===== config.mk =====
export PLATFORM = sky130hd
export DESIGN_NAME = iic_burst_master
export DESIGN_NICKNAME = d
export VERILOG_FILES = /design/src/rtl/iic_burst_master.sv
export SDC_FILE = /design/constraint.sdc
export NUM_CORES = 1
export LEC_CHECK = 0
export BUFFER_PORTS_ARGS = -buffer_cell sky130_fd_sc_hd__buf_2
export CAP_MARGIN = 20
export CORE_MARGIN = 2
export CORE_UTILIZATION = 27
export CTS_CLUSTER_DIAMETER = 60
export DETAILED_ROUTE_END_ITERATION = 12
export PLACE_DENSITY = 0.44
export SYNTH_ARGS = -nofsm -noshare
export SYNTH_HDL_FRONTEND = slang
export SYNTH_SLANG_ARGS = --single-unit

===== constraint.sdc =====
create_clock -name i_clk -period 2.6 [get_ports i_clk]
set_input_delay 0.39 -clock i_clk [delete_from_list [all_inputs] [get_ports i_clk]]
set_output_delay 0.39 -clock i_clk [all_outputs]
set_load 0.01 [all_outputs]

===== src/rtl/iic_burst_master.sv =====
// rtl/iic_burst_master.sv - I2C master for single-register writes and repeated-start burst reads
// Open-drain style outputs: oe=1 pulls the line low. Each bit is four QTR-cycle phases.
module iic_burst_master #(
  parameter int CLK_MAIN       = 50_000_000,
  parameter int SCL_FREQ       = 400_000,
  parameter int MAX_BURST      = 16,
  parameter int TIMEOUT_CYCLES = 10_000,
  parameter int LW             = $clog2(MAX_BURST + 1)
) (
  input  logic          i_clk,
  input  logic          i_rst,
  input  logic          i_start,
  input  logic          i_rw,
  input  logic [6:0]    i_dev_addr,
  input  logic [7:0]    i_reg_addr,
  input  logic [7:0]    i_wdata,
  input  logic [LW-1:0] i_len,
  input  logic          i_scl,
  input  logic          i_sda,
  output logic          o_scl_oe,
  output logic          o_sda_oe,
  output logic [7:0]    o_rdata,
  output logic          o_rdata_valid,
  output logic          o_rdata_last,
  output logic          o_busy,
  output logic          o_done,
  output logic          o_nack,
  output logic          o_timeout
);

  localparam int QTR = CLK_MAIN / (4 * SCL_FREQ);
  localparam int QW  = (QTR > 1) ? $clog2(QTR) : 1;
  localparam int SW  = $clog2(TIMEOUT_CYCLES + 1);

  // Each data state is immediately followed by its ACK state (state + 1).
  localparam logic [3:0] S_IDLE   = 4'd0;
  localparam logic [3:0] S_START  = 4'd1;
  localparam logic [3:0] S_ADDR_W = 4'd2;
  localparam logic [3:0] S_ACK_A  = 4'd3;
  localparam logic [3:0] S_REG    = 4'd4;
  localparam logic [3:0] S_ACK_R  = 4'd5;
  localparam logic [3:0] S_WDATA  = 4'd6;
  localparam logic [3:0] S_ACK_D  = 4'd7;
  localparam logic [3:0] S_RSTART = 4'd8;
  localparam logic [3:0] S_ADDR_R = 4'd9;
  localparam logic [3:0] S_ACK_A2 = 4'd10;
  localparam logic [3:0] S_READ   = 4'd11;
  localparam logic [3:0] S_MACK   = 4'd12;
  localparam logic [3:0] S_STOP   = 4'd13;

  logic [3:0]    r_state;
  logic [QW-1:0] r_qcnt;
  logic [1:0]    r_phase;
  logic [2:0]    r_bit;
  logic [7:0]    r_tx;
  logic [7:0]    r_rx;
  logic [LW-1:0] r_left;
  logic          r_rw;
  logic [6:0]    r_dev;
  logic [7:0]    r_reg;
  logic [7:0]    r_wdata;
  logic [SW-1:0] r_stall;
  logic          r_busy;
  logic          r_done;
  logic          r_nack;
  logic          r_timeout;
  logic [7:0]    r_rdata;
  logic          r_rdata_valid;
  logic          r_rdata_last;

  logic w_req_ok;
  logic w_held;
  logic w_scl_oe;
  logic w_sda_oe;

  assign w_req_ok = !i_rw || ((i_len != '0) && (int'(i_len) <= MAX_BURST));
  // A slave stretching SCL keeps the released phase from advancing.
  assign w_held   = (r_state != S_IDLE) && (r_phase == 2'd2) && !i_scl;

  always_ff @(posedge i_clk) begin
    if (i_rst) begin
      r_state       <= S_IDLE;
      r_qcnt        <= '0;
      r_phase       <= 2'd0;
      r_bit         <= 3'd0;
      r_tx          <= 8'h00;
      r_rx          <= 8'h00;
      r_left        <= '0;
      r_rw          <= 1'b0;
      r_dev         <= 7'h00;
      r_reg         <= 8'h00;
      r_wdata       <= 8'h00;
      r_stall       <= '0;
      r_busy        <= 1'b0;
      r_done        <= 1'b0;
      r_nack        <= 1'b0;
      r_timeout     <= 1'b0;
      r_rdata       <= 8'h00;
      r_rdata_valid <= 1'b0;
      r_rdata_last  <= 1'b0;
    end else begin
      r_done        <= 1'b0;
      r_rdata_valid <= 1'b0;
      r_rdata_last  <= 1'b0;
      if (r_state == S_IDLE) begin
        if (i_start && w_req_ok) begin
          r_state   <= S_START;
          r_qcnt    <= '0;
          r_phase   <= 2'd0;
          r_bit     <= 3'd0;
          r_stall   <= '0;
          r_rw      <= i_rw;
          r_dev     <= i_dev_addr;
          r_reg     <= i_reg_addr;
          r_wdata   <= i_wdata;
          r_left    <= i_len;
          r_busy    <= 1'b1;
          r_nack    <= 1'b0;
          r_timeout <= 1'b0;
        end
      end else if (w_held) begin
        if (r_stall == SW'(TIMEOUT_CYCLES - 1)) begin
          r_state   <= S_IDLE;
          r_busy    <= 1'b0;
          r_done    <= 1'b1;
          r_timeout <= 1'b1;
          r_stall   <= '0;
        end else begin
          r_stall <= r_stall + SW'(1);
        end
      end else begin
        r_stall <= '0;
        if (r_qcnt == QW'(QTR - 1)) begin
          r_qcnt  <= '0;
          r_phase <= r_phase + 2'd1;
          if (r_phase == 2'd3) begin
            case (r_state)
              S_START: begin
                r_state <= S_ADDR_W;
                r_tx    <= {r_dev, 1'b0};
                r_bit   <= 3'd0;
              end
              S_ADDR_W, S_REG, S_WDATA, S_ADDR_R: begin
                r_tx  <= {r_tx[6:0], 1'b0};
                r_bit <= r_bit + 3'd1;
                if (r_bit == 3'd7) r_state <= r_state + 4'd1;
              end
              S_ACK_A: begin
                if (i_sda) begin
                  r_nack  <= 1'b1;
                  r_state <= S_STOP;
                end else begin
                  r_state <= S_REG;
                  r_tx    <= r_reg;
                end
              end
              S_ACK_R: begin
                if (i_sda) begin
                  r_nack  <= 1'b1;
                  r_state <= S_STOP;
                end else if (r_rw) begin
                  r_state <= S_RSTART;
                end else begin
                  r_state <= S_WDATA;
                  r_tx    <= r_wdata;
                end
              end
              S_ACK_D: begin
                if (i_sda) r_nack <= 1'b1;
                r_state <= S_STOP;
              end
              S_RSTART: begin
                r_state <= S_ADDR_R;
                r_tx    <= {r_dev, 1'b1};
              end
              S_ACK_A2: begin
                if (i_sda) begin
                  r_nack  <= 1'b1;
                  r_state <= S_STOP;
                end else begin
                  r_state <= S_READ;
                end
              end
              S_READ: begin
                r_rx  <= {r_rx[6:0], i_sda};
                r_bit <= r_bit + 3'd1;
                if (r_bit == 3'd7) begin
                  r_rdata       <= {r_rx[6:0], i_sda};
                  r_rdata_valid <= 1'b1;
                  r_rdata_last  <= (r_left == LW'(1));
                  r_state       <= S_MACK;
                end
              end
              S_MACK: begin
                r_left  <= r_left - LW'(1);
                r_state <= (r_left == LW'(1)) ? S_STOP : S_READ;
              end
              S_STOP: begin
                r_state <= S_IDLE;
                r_busy  <= 1'b0;
                r_done  <= 1'b1;
              end
              default: begin
                r_state <= S_IDLE;
                r_busy  <= 1'b0;
              end
            endcase
          end
        end else begin
          r_qcnt <= r_qcnt + QW'(1);
        end
      end
    end
  end

  // Line drive is decoded from registered state so a slave sees SCL release in phase 2 at once.
  always_comb begin
    w_scl_oe = 1'b0;
    w_sda_oe = 1'b0;
    case (r_state)
      S_START: w_sda_oe = (r_phase == 2'd3);
      S_ADDR_W, S_REG, S_WDATA, S_ADDR_R: begin
        w_scl_oe = ~r_phase[1];
        w_sda_oe = ~r_tx[7];
      end
      S_ACK_A, S_ACK_R, S_ACK_D, S_ACK_A2, S_READ: w_scl_oe = ~r_phase[1];
      S_MACK: begin
        w_scl_oe = ~r_phase[1];
        w_sda_oe = (r_left != LW'(1));
      end
      S_RSTART: begin
        w_scl_oe = ~r_phase[1];
        w_sda_oe = (r_phase == 2'd3);
      end
      S_STOP: begin
        w_scl_oe = ~r_phase[1];
        w_sda_oe = (r_phase != 2'd3);
      end
      default: begin
        w_scl_oe = 1'b0;
        w_sda_oe = 1'b0;
      end
    endcase
  end

  assign o_scl_oe      = w_scl_oe;
  assign o_sda_oe      = w_sda_oe;
  assign o_rdata       = r_rdata;
  assign o_rdata_valid = r_rdata_valid;
  assign o_rdata_last  = r_rdata_last;
  assign o_busy        = r_busy;
  assign o_done        = r_done;
  assign o_nack        = r_nack;
  assign o_timeout     = r_timeout;

endmodule


== After elaboration in Yosys (flattened, before gate mapping) ==
Index checks and enable logic that the tools add are counted.

* Output and inout port bits: 16
* Input port bits: 34
* Flip-flop bits (word level): 86
* Logic and storage cells: 173

* Magnitude comparators: 1
* Equality and inequality tests: 30
* Bitwise operators: 8
* $add $sub $neg: 6
* Reductions and logical operators: 42
* Muxes and demuxes: 67

{| class="wikitable"
|+ Operator list
! kind !! count
|-
| 14-bit two-way mux || 4
|-
| 5-bit two-way mux || 10
|-
| 4-bit two-way mux || 11
|-
| 8-bit case mux with 5 select lines || 1
|-
| 4-bit case mux with 9 select lines || 1
|-
| 4-bit equality test, second input constant || 6
|-
| 1-bit two-way mux || 24
|-
| 8-bit two-way mux || 3
|-
| 12-bit OR reduction || 2
|-
| 3-bit two-way mux || 7
|-
| 5-bit AND reduction || 4
|-
| 6-bit AND reduction || 3
|-
| 4-bit by 3-bit equality test with 1-bit output, second input constant || 4
|-
| 14-bit by 1-bit adder with 14-bit output, second input constant || 1
|-
| 14-bit equality test, second input constant || 1
|-
| 2-bit nonzero test || 7
|-
| 5-bit nonzero test || 2
|-
| 3-bit nonzero test || 3
|-
| 4-bit by 2-bit equality test with 1-bit output, second input constant || 2
|-
| 2-bit two-way mux || 4
|-
| 2-bit inequality test, second input constant || 4
|-
| 4-bit inequality test, second input constant || 2
|-
| 1-bit NOT || 8
|-
| 8-bit AND reduction || 1
|-
| 28 further kinds || 39
|}

== Longest topological paths before layout ==
Gate-level depths: netlist (run 1).

* Depth in word-level cells: 7
* Gate-level depth with buffers: 10
* Mapped depth without buffers: 7

== Worst setup path after synthesis (run 1) ==
Ideal clock, no wire load.

* Path type: input port to flip-flop
* Start: input i_len[3]
* End: register r_stall[12]
* Data arrival time: 2077 ps
* Cell stages on the path: 5
* Required time: 2514 ps
* Path slack: 438 ps
* Setup time: 86 ps
* Buffers on the path: 0
* Cells stage by stage: nor4_1 -> mux2i_1 -> a21oi_4 -> or4_1 -> a211oi_1

* Word-level cells in the longest chain between the ends: 5
* Elaborated cells between the ends (all ways): 6
* Classes of those cells: order compare (1); eq/ne (1); reduce/logical (4)

{| class="wikitable"
|+ RTL lines
! item !! RTL line !! text
|-
| from (decl) || 17 || <nowiki>input logic [LW-1:0] i_len,</nowiki>
|-
| 5-bit less-or-equal comparator / 5-bit nonzero test (equally long branches) || 76 || <nowiki>assign w_req_ok = !i_rw || ((i_len != '0) && (int'(i_len) <= MAX_BURST));</nowiki>
|-
| 1-bit logical AND * || 76 ||
|-
| 1-bit logical OR * || 76 ||
|-
| 1-bit logical AND * || 106 || <nowiki>if (i_start && w_req_ok) begin</nowiki>
|-
| 2-bit by 1-bit inequality test with 1-bit output (no line) * || - ||
|-
| to (signal assigned) || 129 || <nowiki>r_stall <= r_stall + SW'(1);</nowiki>
|-
| to (decl) || 62 || <nowiki>logic [SW-1:0] r_stall;</nowiki>
|}

Mark *: on every way between the ends. The rest lies on a longest branch, timed or not.
A chain may end at the register's enable or synchronous reset.

== Final worst setup path (run 1) ==
* Start: register r_state[0]
* End: output o_scl_oe

* Word-level cells in the longest chain between the ends: 3
* Elaborated cells between the ends (all ways): 14
* Classes of those cells: eq/ne (12); mux (1); reduce/logical (1)

{| class="wikitable"
|+ RTL lines
! item !! RTL line !! text
|-
| from (decl) || 51 || <nowiki>logic [3:0] r_state;</nowiki>
|-
| from (signal assigned) || 146 || <nowiki>if (r_bit == 3'd7) r_state <= r_state + 4'd1;</nowiki>
|-
| from (signal assigned) || 196 || <nowiki>r_state <= (r_left == LW'(1)) ? S_STOP : S_READ;</nowiki>
|-
| 4-bit equality test, or another cell as far along || 220 || <nowiki>case (r_state)</nowiki>
|-
| 12-bit OR reduction (no line) * || - ||
|-
| 1-bit two-way mux * || - ||
|-
| to (decl) || 20 || <nowiki>output logic o_scl_oe,</nowiki>
|}

Marked as above.

==> key figures, run 1 <==
Worst setup path
  – Crit path largest cell delay: 0.39 ns
  – Buf/Inv on CP: 3
  – Crit path to: o_scl_oe
  – CP top delay family: simple AND/OR/NAND/NOR gates
  – CP cell instances: inv_1 > ha_1 > buf_4 > nor2_1 > nor2_1 > nor3_1 > a211oi_2 > buf_2
  – CP Capture Type: output pin
  – FF-to-FF path depth: 7
  – Top cell by count, worst path: nor2_1
  – CP Max Fanout: 14
  – Crit path launch type: flip-flop
  – Reg2reg start: r_state[1]$_SDFFE_PP0P_
  – Reg2Reg Setup Slack: 0.23 ns
  – Slowest library cell on the worst path: dfxtp_1
  – Critical Path RT: 2.21 ns
  – CP arrival: 2.07 ns
  – Critical path type: flip-flop to output pin
  – Critical R2R Capture: r_tx[6]$_SDFFE_PP0P_
  – Critical path depth: 8
  – Setup crit start: r_state[0]$_SDFFE_PP0P_

Timing
  – Slew @ Worst Pin: 0.681 ns
  – Worst rel slew slack: a little over half
  – Tmin final: about 2.5 ns
  – Sum Neg Setup Slack: 0 ns
  – Highest clock rate: 0.407 GHz
  – PnR worst setup slack: 0.142 ns
  – Fin Clk Skew: 0.0101 ns
  – Unrepaired setup endpoints after global routing: false
  – Final Max Slew Viols: 0
  – Final setup violation count: 0
  – Final Hold Viols: 0
  – Final cycle utilization of the critical path: 94.5%

Clock network
  – Reg clk slew, reported paths: 0.06 ns
  – # clock sinks: 86
  – Clock latency on the worst-skew pair: 0.35 ns
  – Num CTS Buffers: 9
  – CTS Root Cell: clkbuf_16
  – CTS HTree Levels: 3
  – CTS tree: yes
  – Worst-case clock buffer depth: 2

Die
  – Die area: 0.0179 mm²
  – Core Region: 0.0165 mm²
  – Row count: 47
  – Chip width: between 100 and 150 µm
  – Initial cell density of the core: 27.5%
  – Die Ht: 134 µm
  – # IOs: 50

Global route
  – Total track usage: 14.5%
  – GRT overflow: 0
  – First-pass GRT wire length: between 20000 and 25000 µm
  – Initial antenna violation count: 0
  – Number of global-route vias before repair: 4046
  – Largest net degree at the start of global routing: 39

Placement
  – Dpl hpwl: just over 9000 µm
  – Pre-CTS setup slack: 0.244 ns
  – Port bufs: 49
  – Gpl congestion: around 0.8

Status
  – Status: complete, no violations

Layout
  – Antenna Cells: 0
  – Synth-to-layout area growth: 18.7%
  – Share of layout cells above drive strength 1: 17.8%
  – Max reg flops: 14
  – Reg with most FFs: r_stall
  – FILL cells: ~1800
  – Fin nets: 672

Detailed routing
  – Post-route ant nets: 0
  – Total routed wirelength: approximately 13000 µm
  – Routed vias: between 4000 and 5000
  – DRC Markers: 0
  – DRT iter0 DRCs: 356
  – Wire per inst: between 10 and 15 µm
  – Vias per cell: 5.08
  – DRT Pass-1 Iters: 5

Power and ir drop
  – PwrDens: between 500 and 600 mW/mm²
  – Worst-case vdd ir drop: 0.321 mV
  – LEAKAGE: about 1.9 nW

Yosys
  – Ranking of synthesized cells by area: dfxtp_1, a21oi_1, nand2_1
  – Largest area contributor in the netlist: dfxtp_1
  – Post-Syn Nets: 625
  – #FFs+latches synth: 86
  – Top_reg_cell synth: dfxtp_1
  – Synthesis warning total: 0
  – Unique masters post-synth: 63
  – Mapped Cells: between 500 and 600
  – Fraction of registers with async set or reset after synthesis: 0%
  – Number of synthesized flops with an enable pin: 0
  – Post-Syn Area: roughly 0.0046 mm²
  – Syn Area/Cell: about 8 µm²
  – Post-synthesis sequential area ratio: 37.8%
  – Top cell type's share of synthesized area: a little under two fifths

Hold path
  – Hold Crit Class: primary input to flip-flop

Job
  – # Max-Cap Violations: 0
==> timing repair <==
action | in CTS | in global routing
hold buffers | 0 | 0
endpoints found under the setup margin | 1 | 2
gates resized for setup | 1 | 7
setup buffers | 0 | 0
pin swaps | 0 | 1
==> tightest hold or removal path: cells and delay by family <==
family,cells,cell delay [ns]
buf+inv,1,0.09
compound gates,1,0.05
simple gates,1,0.04
==> worst min-delay path by stage <==
| stage | startpoint | end | slack, ns | cells past startpoint |
|---|---|---|---|---|
| 6_report | i_dev_addr[6] | r_dev[6]$_SDFFE_PP0P_ | 0.28 | 3 |
| 5_1_grt | i_dev_addr[6] | r_dev[6]$_SDFFE_PP0P_ | 0.28 | 3 |
| 4_1_cts | i_dev_addr[6] | r_dev[6]$_SDFFE_PP0P_ | 0.26 | 3 |
| 3_5_place_dp | o_rdata[7]$_SDFFE_PP0P_ | o_rdata[7]$_SDFFE_PP0P_ | 0.44 | 2 |
| 3_3_place_gp | r_wdata[2]$_SDFFE_PP0P_ | r_wdata[2]$_SDFFE_PP0P_ | 0.44 | 2 |
| 2_1_floorplan | r_stall[13]$_SDFFE_PP0P_ | r_stall[13]$_SDFFE_PP0P_ | 0.43 | 1 |
==> cells in the mapped netlist (4+ instances only) <==
master	n
mux2i_1	14
a31oi_1	8
buf_2	9
nor2_1	47
a21oi_1	68
a221oi_1	8
or3_1	10
o31ai_1	5
nand2b_1	10
nor3_1	17
buf_4	4
nor2b_1	4
o21ai_0	21
ha_1	13
nand4_1	5
inv_1	16
a211oi_1	16
dfxtp_1	86
clkbuf_1	27
nand3_1	44
a311oi_1	5
nand3b_1	4
o22ai_1	4
nand2_1	78
==> layout make-up <==
| cell class | instances | area, µm² | share of cell area (%) |
|---|---|---|---|
| multi-input combinational | 434 | 2600 | 48.2 |
| sequential | 86 | 1720 | 31.9 |
| timing repair buffer | 78 | 475 | 8.80 |
| tap | 220 | 275 | 5.09 |
| clock buffer | 11 | 243 | 4.49 |
| inverter | 16 | 60.1 | 1.11 |
| clock inverter | 4 | 23.8 | 0.440 |
==> cell usage in the layout (no fill, tap or decap), types with 14 or more instances in the layout <==
cell type / instances
nand2_1: 78
a21oi_1: 67
nand3_1: 44
buf_2: 49
inv_1: 15
nor3_1: 17
nor2_1: 47
dfxtp_1: 86
buf_4: 28
mux2i_1: 14
a211oi_1: 15
o21ai_0: 20
==> routing by layer <==
metal	track usage (%)	share of wire (%)
met5	0	0
met4	4.91	1.4
met3	3.25	4.8
met2	20.8	42
met1	21.3	52
==> logic make-up after synthesis <==
family                     share of synthesized area (%)
DFF                                                 37.8
buffers and inverters                               5.53
AOI/OAI and AO/OA                                   22.5
and+or+nand+nor                                     27.2
adders and majority gates                           3.57
muxes                                               3.33
==> report_power, final <==
part	switching, W	total (W)	internal (W)
logic	0.000195	0.000316	0.000121
clock network	0.000533	0.00120	0.000665
registers	0.0000273	0.00138	0.00135
==> per-stage QoR <==
stage / power [W] / area (µm²) / hold WS, ns / std cells / util, %
5_1_grt: 0.00304 / 5400 / 0.278 / 849 / 32.7
3_3_place_gp: 0.00172 / 5110 / 0.445 / 834 / 30.9
4_1_cts: 0.00294 / 5380 / 0.263 / 849 / 32.6
3_5_place_dp: 0.00172 / 5110 / 0.445 / 834 / 30.9
6_report: 0.00289 / 5400 / 0.276 / 849 / 32.7
2_1_floorplan: 0.00161 / 4550 / 0.431 / 578 / -
No activity file was read; power rests on OpenSTA's default activity.
==> inputs of run 2 (changes only) <==
--- a/config.mk
+++ b/config.mk
@@ -8,10 +8,10 @@
 export BUFFER_PORTS_ARGS = -buffer_cell sky130_fd_sc_hd__buf_2
 export CAP_MARGIN = 20
 export CORE_MARGIN = 2
-export CORE_UTILIZATION = 27
+export CORE_UTILIZATION = 40
 export CTS_CLUSTER_DIAMETER = 60
 export DETAILED_ROUTE_END_ITERATION = 12
-export PLACE_DENSITY = 0.44
+export PLACE_DENSITY = 0.59
 export SYNTH_ARGS = -nofsm -noshare
 export SYNTH_HDL_FRONTEND = slang
 export SYNTH_SLANG_ARGS = --single-unit
==> key figures, run 2 (synthesized netlist as in run 1, its figures left out) <==
Timing
  – Final cycle utilization of the critical path: 97.0%
  – Final Max Slew Viols: 0
  – Final Hold Viols: 0
  – Fin Clk Skew: 0.00957 ns
  – Final setup violation count: 0
  – Slew @ Worst Pin: 0.692 ns
  – Tmin final: 2.52 ns
  – Highest clock rate: around 0.40 GHz
  – Worst rel slew slack: 53.5%
  – Hold_ws: around 0.28 ns

Global route
  – Largest net degree at the start of global routing: 39
  – Total track usage: 19.7%
  – GRT overflow: 0
  – First-pass GRT wire length: about 20000 µm
  – Initial antenna violation count: 0
  – Number of global-route vias before repair: 4026

Placement
  – Dpl hpwl: 8510 µm
  – Port bufs: 49
  – DP Area: about 0.0049 mm²
  – Gpl congestion: 0.855
  – Placed insts: 746

Die
  – Core Region: 0.0110 mm²
  – Initial cell density of the core: 41.4%
  – Die area: 0.0122 mm²
  – # IOs: 50
  – Chip width: 111 µm
  – Row count: 38
  – Die Ht: 111 µm

Layout
  – Fin nets: 664
  – Antenna Cells: 0
  – Most common cell after layout, fill and taps aside: dfxtp_1
  – Share of layout cells above drive strength 1: 16.1%
  – FILL cells: 1078
  – Most frequent cells in the layout: dfxtp_1, nand2_1, a21oi_1, buf_2, nor2_1
  – Synth-to-layout area growth: 14.9%
  – Fin cells: 760
  – Max reg flops: 14
  – Reg with most FFs: r_stall
  – Design area: 0.00523 mm²

Detailed routing
  – Wire per inst: around 16 µm
  – DRT iter0 DRCs: around 290
  – Routed vias: about 4300
  – DRT Pass-1 Iters: 5
  – Vias per cell: 5.72
  – Post-route ant nets: 0
  – DRC Markers: 0
  – Total routed wirelength: 12000 µm

Power and ir drop
  – Worst-case vdd ir drop: 0.492 mV
  – LEAKAGE: 1.87 nW
  – PwrDens: 545 mW/mm²

Clock network
  – Num CTS Buffers: 9
  – Hold_buf cts: 0
  – Total setup buffers inserted after CTS: 0
  – Reg clk slew, reported paths: 0.06 ns
  – CTS tree: yes
  – CTS Root Cell: clkbuf_16
  – CTS HTree Levels: 3
  – Clock latency on the worst-skew pair: 0.35 ns
  – # clock sinks: between 80 and 90
  – Worst-case clock buffer depth: 2

Worst setup path
  – Crit path launch type: flip-flop
  – CP Capture Type: output pin
  – CP arrival: 2.13 ns
  – Critical path type: flip-flop to output pin
  – Critical Path RT: between 2 and 2.5 ns
  – CP Max Fanout: 4

Status
  – Status: complete, no violations

Hold path
  – Hold Crit Class: primary input to flip-flop

Job
  – # Max-Cap Violations: 0
==> run 2: changes by cell type in the layout (fill, tap and decap cells not counted) <==
cell | previous run | this run
ha_2 | 1 | 0
ha_1 | 12 | 13
inv_2 | 1 | 0
clkinv_2 | 3 | 1
inv_6 | 0 | 1
buf_4 | 28 | 20
inv_1 | 15 | 16
clkbuf_1 | 1 | 2
clkinvlp_4 | 0 | 1
clkinv_4 | 1 | 0
clkbuf_8 | 1 | 0
==> run 2: final timing paths <==
check                                             start                       to  slack [ns]  depth (start not counted)
worst max-delay path             r_left[1]$_SDFFE_PP0P_                 o_sda_oe        0.08                          8
worst max register to register  r_state[0]$_SDFFE_PP0P_   r_qcnt[2]$_SDFFE_PP0P_        0.21                          8
worst min-delay path                      i_reg_addr[4]    r_reg[4]$_SDFFE_PP0P_        0.28                          3
worst min register to register  o_rdata[7]$_SDFFE_PP0P_  o_rdata[7]$_SDFFE_PP0P_        0.45                          2
==> run 2: power breakdown <==
group | internal [W] | leakage, nW | switching, W
clock network | 0.000639 | 0.122 | 0.000521
registers | 0.00135 | 0.697 | 0.0000265
logic | 0.000115 | 1.05 | 0.000193
==> run 2: worst max-delay path, cell delays in order (launching register included) <==
cell     delay (ns)
dfxtp_1        0.32
inv_1          0.10
ha_1           0.14
or4b_4         0.52
a22oi_2        0.15
o21ai_0        0.09
a32oi_1        0.21
o21ai_1        0.11
buf_2          0.15
==> run 2: repair_timing <==
item / in CTS / in global routing
gates resized for setup: 1 / 5
pin swaps: 0 / 1
endpoints found under the setup margin: 1 / 1
hold endpoints to repair: 0 / 0
==> run 2: cell type report <==
cell class	count	area, µm²	share of cell area [%]
Multi-Input combinational cell	434	2600	49.8
Clock inverter	3	21.3	0.407
Tap cell	140	175	3.35
Clock buffer	11	233	4.45
Inverter	16	60.1	1.15
Timing Repair Buffer	70	415	7.95
Sequential cell	86	1720	32.9
==> run 2: stage by stage <==
step	setup TNS [ns]	worst slack, ns	utilization [%]	power [W]
global route	-0.0104	-0.0104	47.6	0.00297
finish	0	0.0793	47.6	0.00285
detailed placement	0	0.190	45.1	0.00171
floorplan	0	0.438	-	0.00161
global placement	0	0.253	45.1	0.00171
CTS	0	0.0703	47.4	0.00288
==> run 2: routing by layer <==
layer | GRT usage, % | up-vias | routed length (µm)
met5 | 0 | - | 0
met4 | 5.50 | 0 | 111
met3 | 5.52 | 6 | 592
met2 | 30.4 | 91 | 5340
met1 | 27.1 | 2070 | 5900
li1 | - | 2180 | -
